`src/rtl/btn_ctrl_pkg.sv`:
```
// Shared definitions for the push-button enable generator:
// FSM state encoding and default timing parameters.
package btn_ctrl_pkg;

  typedef enum logic [2:0] {
    ST_IDLE        = 3'd0,
    ST_PRESS_CHK   = 3'd1,
    ST_HELD        = 3'd2,
    ST_REPEAT      = 3'd3,
    ST_RELEASE_CHK = 3'd4
  } btn_state_t;

  localparam int unsigned DEF_SYNC_STAGES     = 2;
  localparam int unsigned DEF_DEBOUNCE_CYCLES = 16;
  localparam int unsigned DEF_REPEAT_DELAY    = 64;
  localparam int unsigned DEF_REPEAT_PERIOD   = 16;
  localparam int unsigned DEF_CNT_W           = 16;

endpackage

```
`src/rtl/sync_ff.sv`:
```
// N-stage synchroniser for a single asynchronous bit.
// Ports: clk, reset (async active-low, clears all stages to 0),
//        d (asynchronous input), q (synchronised output, last stage).
module sync_ff
  import btn_ctrl_pkg::*;
#(
  parameter int unsigned STAGES = DEF_SYNC_STAGES
) (
  input  logic clk,
  input  logic reset,
  input  logic d,
  output logic q
);

  logic [STAGES-1:0] sr;

  // Shift chain; the first stage is the only one that may go metastable.
  always_ff @(posedge clk or negedge reset) begin
    if (!reset) sr <= '0;
    else        sr <= {sr[STAGES-2:0], d};
  end

  assign q = sr[STAGES-1];

endmodule

```
`src/rtl/btn_enable_gen.sv`:
```
// Turns a raw, bouncy push-button into clean single-cycle enable pulses,
// with press/release debounce and optional hold-to-auto-repeat.
// Ports: clk, reset (async active-low), btn_in (raw async button, 1=pressed),
//        repeat_en (1 = auto-repeat while held), enable (registered one-cycle
//        step pulse), btn_level (registered debounced level).
module btn_enable_gen
  import btn_ctrl_pkg::*;
#(
  parameter int unsigned SYNC_STAGES     = DEF_SYNC_STAGES,
  parameter int unsigned DEBOUNCE_CYCLES = DEF_DEBOUNCE_CYCLES,
  parameter int unsigned REPEAT_DELAY    = DEF_REPEAT_DELAY,
  parameter int unsigned REPEAT_PERIOD   = DEF_REPEAT_PERIOD,
  parameter int unsigned CNT_W           = DEF_CNT_W
) (
  input  logic clk,
  input  logic reset,
  input  logic btn_in,
  input  logic repeat_en,
  output logic enable,
  output logic btn_level
);

  localparam logic [CNT_W-1:0] DB_LAST = CNT_W'(DEBOUNCE_CYCLES - 1);
  localparam logic [CNT_W-1:0] RD_LAST = CNT_W'(REPEAT_DELAY - 1);
  localparam logic [CNT_W-1:0] RP_LAST = CNT_W'(REPEAT_PERIOD - 1);

  logic             btn_sync;
  btn_state_t       state;
  logic [CNT_W-1:0] timer;

  sync_ff #(
    .STAGES(SYNC_STAGES)
  ) u_sync (
    .clk  (clk),
    .reset(reset),
    .d    (btn_in),
    .q    (btn_sync)
  );

  // Debounce/repeat FSM with its timer and registered outputs.
  // Release is checked first in HELD/REPEAT so it wins over a terminal count.
  always_ff @(posedge clk or negedge reset) begin
    if (!reset) begin
      state     <= ST_IDLE;
      timer     <= '0;
      enable    <= 1'b0;
      btn_level <= 1'b0;
    end else begin
      enable <= 1'b0;
      // Saturate so a long idle/hold can never wrap into a false terminal count.
      if (timer != '1) timer <= timer + CNT_W'(1);
      case (state)
        ST_IDLE: begin
          timer <= '0;
          if (btn_sync) state <= ST_PRESS_CHK;
        end
        ST_PRESS_CHK: begin
          if (!btn_sync) begin
            state <= ST_IDLE;
            timer <= '0;
          end else if (timer == DB_LAST) begin
            state     <= ST_HELD;
            timer     <= '0;
            enable    <= 1'b1;
            btn_level <= 1'b1;
          end
        end
        ST_HELD: begin
          if (!btn_sync) begin
            state <= ST_RELEASE_CHK;
            timer <= '0;
          end else if (repeat_en && (timer == RD_LAST)) begin
            state  <= ST_REPEAT;
            timer  <= '0;
            enable <= 1'b1;
          end
        end
        ST_REPEAT: begin
          if (!btn_sync) begin
            state <= ST_RELEASE_CHK;
            timer <= '0;
          end else if (!repeat_en) begin
            state <= ST_HELD;
            timer <= '0;
          end else if (timer == RP_LAST) begin
            timer  <= '0;
            enable <= 1'b1;
          end
        end
        ST_RELEASE_CHK: begin
          if (btn_sync) begin
            state <= ST_HELD;
            timer <= '0;
          end else if (timer == DB_LAST) begin
            state     <= ST_IDLE;
            timer     <= '0;
            btn_level <= 1'b0;
          end
        end
        default: begin
          state     <= ST_IDLE;
          timer     <= '0;
          enable    <= 1'b0;
          btn_level <= 1'b0;
        end
      endcase
    end
  end

endmodule

```
`config.mk`:
```
export PLATFORM = sky130hd
export DESIGN_NAME = btn_enable_gen
export DESIGN_NICKNAME = d
export VERILOG_FILES = /design/src/rtl/btn_ctrl_pkg.sv /design/src/rtl/sync_ff.sv /design/src/rtl/btn_enable_gen.sv
export SDC_FILE = /design/constraint.sdc
export NUM_CORES = 1
export LEC_CHECK = 0
export BUFFER_PORTS_ARGS = -buffer_cell sky130_fd_sc_hd__buf_2
export CORE_MARGIN = 4
export CORE_UTILIZATION = 57
export CTS_BUF_LIST = sky130_fd_sc_hd__clkbuf_8
export DETAILED_ROUTE_END_ITERATION = 6
export PLACE_DENSITY = 0.85
export SETUP_SLACK_MARGIN = 0.02
export SYNTH_ARGS = -nofsm -noshare
export SYNTH_HDL_FRONTEND = slang
export SYNTH_SLANG_ARGS = --single-unit
```
`constraint.sdc`:
```
create_clock -name clk -period 2.2 [get_ports clk]
set_clock_uncertainty 0.1 [all_clocks]
set_input_delay 0.22 -clock clk [delete_from_list [all_inputs] [get_ports clk]]
set_output_delay 0.22 -clock clk [all_outputs]
set_load 0.02 [all_outputs]
```
==> impl_summary.log, run 1 <==
[metrics] result of the run: completed
[metrics] number of cells on the worst hold path: 0
[metrics] Required @ worst endpoint: 2240 ps
[metrics] endpoint of the worst-slack reg-to-reg timing path: timer[2]
[metrics] Die Height: 56.9 um
[metrics] slew at the pin closest to its max-slew limit: 644 ps
[metrics] clock period minus final worst setup slack: 2040 ps
[metrics] average routed wire per standard cell: 17.3 um
[metrics] Net Switching: 0.159 mW
[metrics] portion of total power attributed to the clock network: 36.0%
[metrics] I/O pin cnt: 6
[metrics] CP max-delay cell: dfrtp_1
[metrics] Data arrival, critical path: 2080 ps
[metrics] total negative setup slack: 0 ps
[metrics] period utilization: 92.9%
[metrics] worst slew margin relative to its limit: 56.7%
[metrics] CTS tree: built
[metrics] PnR Total Power: 0.723 mW
[metrics] Clock Sinks: 23
[metrics] post-synth cell types: 42
[metrics] GRT overflow: 0
[metrics] remaining design rule violation count: 0
[metrics] Nets: 159
[metrics] overall via count from detail_route: 1265
[metrics] number of buffers and inverters on the critical path: 1
[metrics] endpoint with the worst hold slack: u_sync.sr[1]
[metrics] RSZ-0062 raised after global routing: no
[metrics] final weighted congestion in routability-driven placement: 0.896
[metrics] setup bufs post-CTS: 0
[metrics] Max clock buf depth: 2
[metrics] worst-case setup slack after placement: 141 ps
[metrics] Chip Width: 56.9 um
[metrics] total routing usage reported by global routing: 20.5%
[metrics] number of buffers added by the clock tree synthesis step: 3
[metrics] 1st-pass router iterations: 4
[metrics] fraction of power spent switching nets: 22.0%
[metrics] Initial Util: 60.5%
[metrics] cell area after synthesis: 1360 um2
[metrics] clock latency reported for the late side of the worst-skew pair: 260 ps
[metrics] post-detail-place hpwl: 2150 um
[metrics] worst-path cell chain: nor4_1, nand3_1, o311ai_4, buf_4, a22oi_1
[metrics] maximum resistive drop on vdd: 0.368 mV
[metrics] maximum clock frequency: 489 MHz
[metrics] reg2reg setup slack: 160 ps
[metrics] Fin Hold WS: 254 ps
[metrics] launching point of the worst reg2reg path: timer[6]
[metrics] clock input transition at the sequential cells of the worst setup and hold paths: 80 ps
[metrics] total core area: 2250 um2
[metrics] total nets after synthesis: 149
[metrics] clock root cell: clkbuf_8
[metrics] number of max-cap violations: 0
[metrics] post-synthesis sequential area ratio: 42.2%
[metrics] total of flip-flops plus latches after synthesis: 23
[metrics] row cnt: 17
[metrics] leakage power: 0.576 nW
[metrics] launch point of the worst hold path: u_sync.sr[0]
[metrics] number of slew-limit violations in the final report: 0
[metrics] Worst Path Class, Setup: reg -> reg
[metrics] Hold Path Class: reg -> reg
[metrics] Top delay family on crit path: simple AND/OR/NAND/NOR gates
[metrics] layout cell share with drive strength beyond 1: 15.7%
[metrics] Vias per Instance: 6.99
[metrics] worst-case reg-to-reg path depth: 5
[metrics] Antenna Violating Nets Remaining: 0
[metrics] pin count of the biggest net entering global routing: 24
[metrics] minimum setup slack in the final design: 157 ps
[metrics] final setup violation count: 0
[metrics] Buffers on Ports: 5
[metrics] startpoint types: flop
[metrics] via count of the first global-routing pass: 1188
[metrics] initial antenna violation count: 0
[metrics] internal portion of total power: 0.563 mW
[metrics] combinational cell fraction of total power: 4.1%
[metrics] count of final hold-check violations: 0
[metrics] power density normalized to cell area: 488 nW/um2
[metrics] number of instances in the synthesized netlist: 144
[metrics] endpoint type of the worst setup path: flop
[metrics] H-tree depth: 1
[metrics] first-pass GRT wire length: 5400 um
[metrics] Initial DRC Count: 66
[metrics] yosys warns: 0
[metrics] Max Fanout on Critical Path: 10
[metrics] post-synthesis to final-layout area growth: 8.53%
[metrics] Mean Syn Cell Area: 9.47 um2
[metrics] die area: 3240 um2
[metrics] total inserted antenna cells: 0
[metrics] peak per-stage delay on the critical path: 470 ps
[metrics] register share of total power: 59.9%
[metrics] final wirelength: 3140 um
-- cell usage in the layout (no fill, tap or decap), drive strengths merged, types with 2 or more instances in the layout --
cell type	synthesis	final
nor4	8	8
buf	4	11
a41oi	2	2
nand3	10	10
inv	6	6
nand4	5	5
a21oi	6	6
a211oi	2	2
and2	2	2
a221oi	7	7
nor3	4	4
dfrtp	23	23
or3	5	5
and3	4	4
and4	3	3
nor3b	3	3
clkbuf	4	3
nand2b	2	2
a31oi	2	2
dlygate4sd3	0	2
nand2	7	7
o21ai	9	9
a22oi	6	6
nor2	7	7
-- power by group through the flow --
stage          Sequential [mW]  Combinational, mW  Clock (mW)
4_1_cts                  0.433             0.0301       0.265
2_1_floorplan            0.440             0.0133           0
3_5_place_dp             0.441             0.0272           0
6_report                 0.433             0.0294       0.260
5_1_grt                  0.434             0.0340       0.292
3_3_place_gp             0.441             0.0262           0
-- repair_timing --
| action | CTS | global route |
|---|---|---|
| endpoints found under the hold margin | 24 | 0 |
| gates resized for setup | 0 | 1 |
| hold buffers | 2 | 0 |
| endpoints found under the setup margin | 0 | 2 |
-- registers in the layout (all words and copies together) (netlist names) --
signal     cells
u_sync.sr      2
state          3
timer         16
btn_level      1
enable         1
-- layer usage --
layer | vias up | GRT usage (%) | wire length (um) | part of all wire (%)
met4 | 0 | 7.95 | 25 | 0.80
met5 | - | 0 | 0 | 0
met3 | 4 | 3.22 | 188 | 6.0
li1 | 582 | - | - | -
met1 | 637 | 26.7 | 1340 | 43
met2 | 42 | 34.1 | 1580 | 50
-- cells by family after synthesis --
logic type,synth area share [%]
fa+ha+maj,0.917
buf+inv,6.15
mux,0.734
compound gates,20.6
flops,42.2
simple gates,28.7
xor+xnor,0.642
-- Yosys cell counts (all sizes together) --
cell | n | area [um2]
dfrtp | 23 | 576
nand3 | 10 | 50.1
o21ai | 9 | 45.0
nor4 | 8 | 56.3
a221oi | 7 | 61.3
nand2 | 7 | 26.3
nor2 | 7 | 26.3
a21oi | 6 | 30.0
a22oi | 6 | 45.0
inv | 6 | 22.5
nand4 | 5 | 31.3
or3 | 5 | 33.8
and3 | 4 | 26.3
buf | 4 | 41.3
clkbuf | 4 | 20.0
nor3 | 4 | 20.0
and4 | 3 | 27.5
nor3b | 3 | 22.5
a211oi | 2 | 15.0
a31oi | 2 | 12.5
a41oi | 2 | 17.5
and2 | 2 | 12.5
nand2b | 2 | 12.5
a2111oi | 1 | 8.76
and2b | 1 | 7.51
and3b | 1 | 8.76
ha | 1 | 12.5
mux2i | 1 | 10.0
nor2b | 1 | 6.26
nor4bb | 1 | 10.0
o311a | 1 | 11.3
o311ai | 1 | 26.3
o31a | 1 | 8.76
or2 | 1 | 6.26
or4 | 1 | 7.51
xor2 | 1 | 8.76
-- layout make-up --
cell class | count | area (um2)
fillers | 192 | 774
multi-input cells | 107 | 711
flip-flops and latches | 23 | 576
repair buffers | 13 | 90.1
clock buffers | 3 | 41.3
well taps | 28 | 35.0
inverters | 6 | 22.5
clock inverters | 1 | 5.00
-- metrics by stage --
step                      std cells  util [%]  area, um2
after floorplan                 144         -       1360
after global placement          175      62.4       1410
after detailed placement        175      62.4       1410
after CTS                       181      65.4       1470
after global routing            181      65.6       1480
final                           181      65.6       1480
-- worst max path at each step --
stage	startpoint	end	slack [ps]	cells past startpoint
finish	timer[6]	timer[2]	160	5
global route	timer[0]	timer[10]	40	6
CTS	timer[0]	timer[14]	110	5
detailed placement	timer[0]	timer[14]	140	5
global placement	timer[0]	timer[10]	250	6
floorplan	timer[6]	timer[2]	350	6
(Power assumes the default switching activity.)
==> run 2, diff against run 1 <==
--- a/config.mk
+++ b/config.mk
@@ -10,7 +10,7 @@
 export CORE_UTILIZATION = 57
 export CTS_BUF_LIST = sky130_fd_sc_hd__clkbuf_8
 export DETAILED_ROUTE_END_ITERATION = 6
-export PLACE_DENSITY = 0.85
+export PLACE_DENSITY = 0.72
 export SETUP_SLACK_MARGIN = 0.02
 export SYNTH_ARGS = -nofsm -noshare
 export SYNTH_HDL_FRONTEND = slang
==> run 2 against run 1 <==
Against the previous run: count of clock-buffer cells in the layout unchanged; sequential share of layout area grew 0.63 points; worst setup slack improved by 4.9 ps; routed wire length shrank 8.0%; sequential cell count stayed put; hold slack lost 1.9 ps; clock power hardly changed; maximum frequency increased by 0.24%; sequential power about the same; non-clock buffer count shrank 3; critical path type unchanged.
==> impl_summary.log, run 2 (same netlist as run 1, synthesis figures left out) <==
[metrics] initial antenna violation count: 0 (unchanged)
[metrics] 1st-pass router iterations: 4 (unchanged)
[metrics] Final Non-Filler Cells: 178 (was 181)
[metrics] startpoint types: flop (unchanged)
[metrics] endpoint type of the worst setup path: flop (unchanged)
[metrics] clock period minus final worst setup slack: 2040 ps (about the same)
[metrics] worst slew margin relative to its limit: 63.4% (was 56.7%)
[metrics] Hold Path Class: in -> reg (was reg -> reg)
[metrics] PnR Total Power: 0.719 mW (was 0.723 mW)
[metrics] final weighted congestion in routability-driven placement: 0.930 (was 0.896)
[metrics] number of buffers added by the clock tree synthesis step: 3 (unchanged)
[metrics] number of max-cap violations: 0 (unchanged)
[metrics] clock latency reported for the late side of the worst-skew pair: 260 ps (about the same)
[metrics] number of instances in the placed design: 172 (was 175)
[metrics] registers with the most flip-flops: timer (16), state (3), u_sync.sr (2) (unchanged)
[metrics] Clock Sinks: 23 (unchanged)
[metrics] clock root cell: clkbuf_8 (unchanged)
[metrics] Vias per Instance: 6.76 (was 6.99)
[metrics] worst-case reg-to-reg path depth: 6 (was 5)
[metrics] launching point of the worst reg2reg path: timer[0] (was timer[6])
[metrics] via count of the first global-routing pass: 1150 (was 1188)
[metrics] total core area: 2250 um2 (unchanged)
[metrics] Die Height: 56.9 um (unchanged)
[metrics] Antenna Violating Nets Remaining: 0 (unchanged)
[metrics] Nets: 156 (was 159)
[metrics] Worst Path Class, Setup: reg -> reg (unchanged)
[metrics] most frequent cells in the layout: dfrtp_1 (23), nand3_1 (10), o21ai_0 (8) (unchanged)
[metrics] Chip Width: 56.9 um (unchanged)
[metrics] worst-path cell chain: ha_1, nand3_1, nor4_1, buf_4, or3_2, a22oi_1 (was nor4_1, nand3_1, o311ai_4, buf_4, a22oi_1)
[metrics] peak per-stage delay on the critical path: 420 ps (was 470 ps)
[metrics] Max Fanout on Critical Path: 11 (was 10)
[metrics] Buffers on Ports: 5 (unchanged)
[metrics] minimum setup slack in the final design: 162 ps (was 157 ps)
[metrics] Fin Hold WS: 252 ps (was 254 ps)
[metrics] number of flip-flops under the largest register name: 16 (unchanged)
[metrics] area occupied by multi-input gates: 711 um2 (unchanged)
[metrics] area occupied by registers: 576 um2 (unchanged)
[metrics] worst-case setup slack after placement: 73.7 ps (was 141 ps)
[metrics] count of final hold-check violations: 0 (unchanged)
[metrics] area of all placed cells without fillers: 1460 um2 (was 1480 um2)
[metrics] clock input transition at the sequential cells of the worst setup and hold paths: 80 ps (about the same)
[metrics] remaining design rule violation count: 0 (unchanged)
[metrics] I/O pin cnt: 6 (unchanged)
[metrics] overall via count from detail_route: 1204 (was 1265)
[metrics] post-detail-place hpwl: 2030 um (was 2150 um)
[metrics] final setup violation count: 0 (unchanged)
[metrics] maximum resistive drop on vdd: 0.353 mV (was 0.368 mV)
[metrics] CP max-delay cell: dfrtp_1 (unchanged)
[metrics] die area: 3240 um2 (unchanged)
[metrics] Critical Path Start: timer[0] (was timer[6])
[metrics] total negative setup slack: 0 ps (unchanged)
[metrics] average routed wire per standard cell: 16.2 um (was 17.3 um)
[metrics] row cnt: 17 (unchanged)
[metrics] Max clock buf depth: 2 (unchanged)
[metrics] result of the run: completed (unchanged)
[metrics] first-pass GRT wire length: 5160 um (was 5400 um)
[metrics] total routing usage reported by global routing: 19.6% (was 20.5%)
[metrics] reg2reg setup slack: 160 ps (about the same)
[metrics] Data arrival, critical path: 2120 ps (was 2080 ps)
[metrics] share of the core filled with cells in the final layout: 64.6% (was 65.6%)
[metrics] RSZ-0062 raised after global routing: yes (was no)
[metrics] most frequent standard cell in the layout excluding fill and tap cells: dfrtp_1 (unchanged)
[metrics] CTS tree: built (unchanged)
[metrics] Initial Util: 60.5% (unchanged)
[metrics] Initial DRC Count: 57 (was 66)
[metrics] Top reg by flops: timer (unchanged)
[metrics] number of fill cells in the layout: 188 (was 192)
[metrics] power density normalized to cell area: 493 nW/um2 (was 488 nW/um2)
[metrics] layout cell share with drive strength beyond 1: 13.3% (was 15.7%)
[metrics] H-tree depth: 1 (unchanged)
[metrics] endpoint of the worst-slack reg-to-reg timing path: timer[2] (unchanged)
[metrics] slew at the pin closest to its max-slew limit: 545 ps (was 644 ps)
[metrics] Required @ worst endpoint: 2280 ps (was 2240 ps)
[metrics] cell area after placement: 1390 um2 (was 1410 um2)
[metrics] total inserted antenna cells: 0 (unchanged)
[metrics] worst setup path endpoint: timer[2] (unchanged)
[metrics] post-synthesis to final-layout area growth: 6.79% (was 8.53%)
[metrics] leakage power: 0.564 nW (was 0.576 nW)
[metrics] pin count of the biggest net entering global routing: 24 (unchanged)
[metrics] final wirelength: 2890 um (was 3140 um)
[metrics] number of slew-limit violations in the final report: 0 (unchanged)
[metrics] maximum clock frequency: 491 MHz (was 489 MHz)
[metrics] period utilization: 92.6% (was 92.9%)
[metrics] GRT overflow: 0 (unchanged)
## run 2: what timing repair did
item	in CTS	in global routing
setup endpoints to repair	0	2
setup buffers	0	0
hold buffers	2	0
resized for setup	0	1
hold endpoints to repair	24	0
## run 2: layer usage
metal  global-route usage (%)  vias to the layer above  wire length [um]  share of wire, %
met5                        0                        -                 0                 0
met4                     6.29                        0                38               1.3
met3                     2.76                        4               103               3.6
li1                         -                      578                 -                 -
met2                     32.0                       27              1410                49
met1                     26.9                      595              1330                46
## run 2: layout make-up
cell class / count / share of cell area (%)
clock buffer: 3 / 2.84
clock inverter: 1 / 0.258
inverter: 6 / 1.55
multi-input combinational: 107 / 48.8
sequential: 23 / 39.5
tap: 28 / 2.41
timing repair buffer: 10 / 4.64
## run 2: worst min-delay path by stage
stage               startpoint        end  slack, ps  cells after the start
finish               repeat_en     enable        250                      3
global route         repeat_en     enable        270                      3
CTS                  repeat_en     enable        250                      3
detailed placement       reset     enable        120                      1
global placement         reset  btn_level        120                      1
floorplan                reset  btn_level       -180                      0
## run 2: report_power, final
group	internal [mW]	switching (mW)
registers	0.427	0.00593
logic	0.0103	0.0191
clock network	0.125	0.132
total	0.562	0.157
## run 2: critical path, delay by kind of cell (launching register included)
family	cells	cell delay, ps
DFF	1	420
AOI/OAI and AO/OA	1	160
and+or+nand+nor	3	840
adders and majority gates	1	240
buffers and inverters	1	190
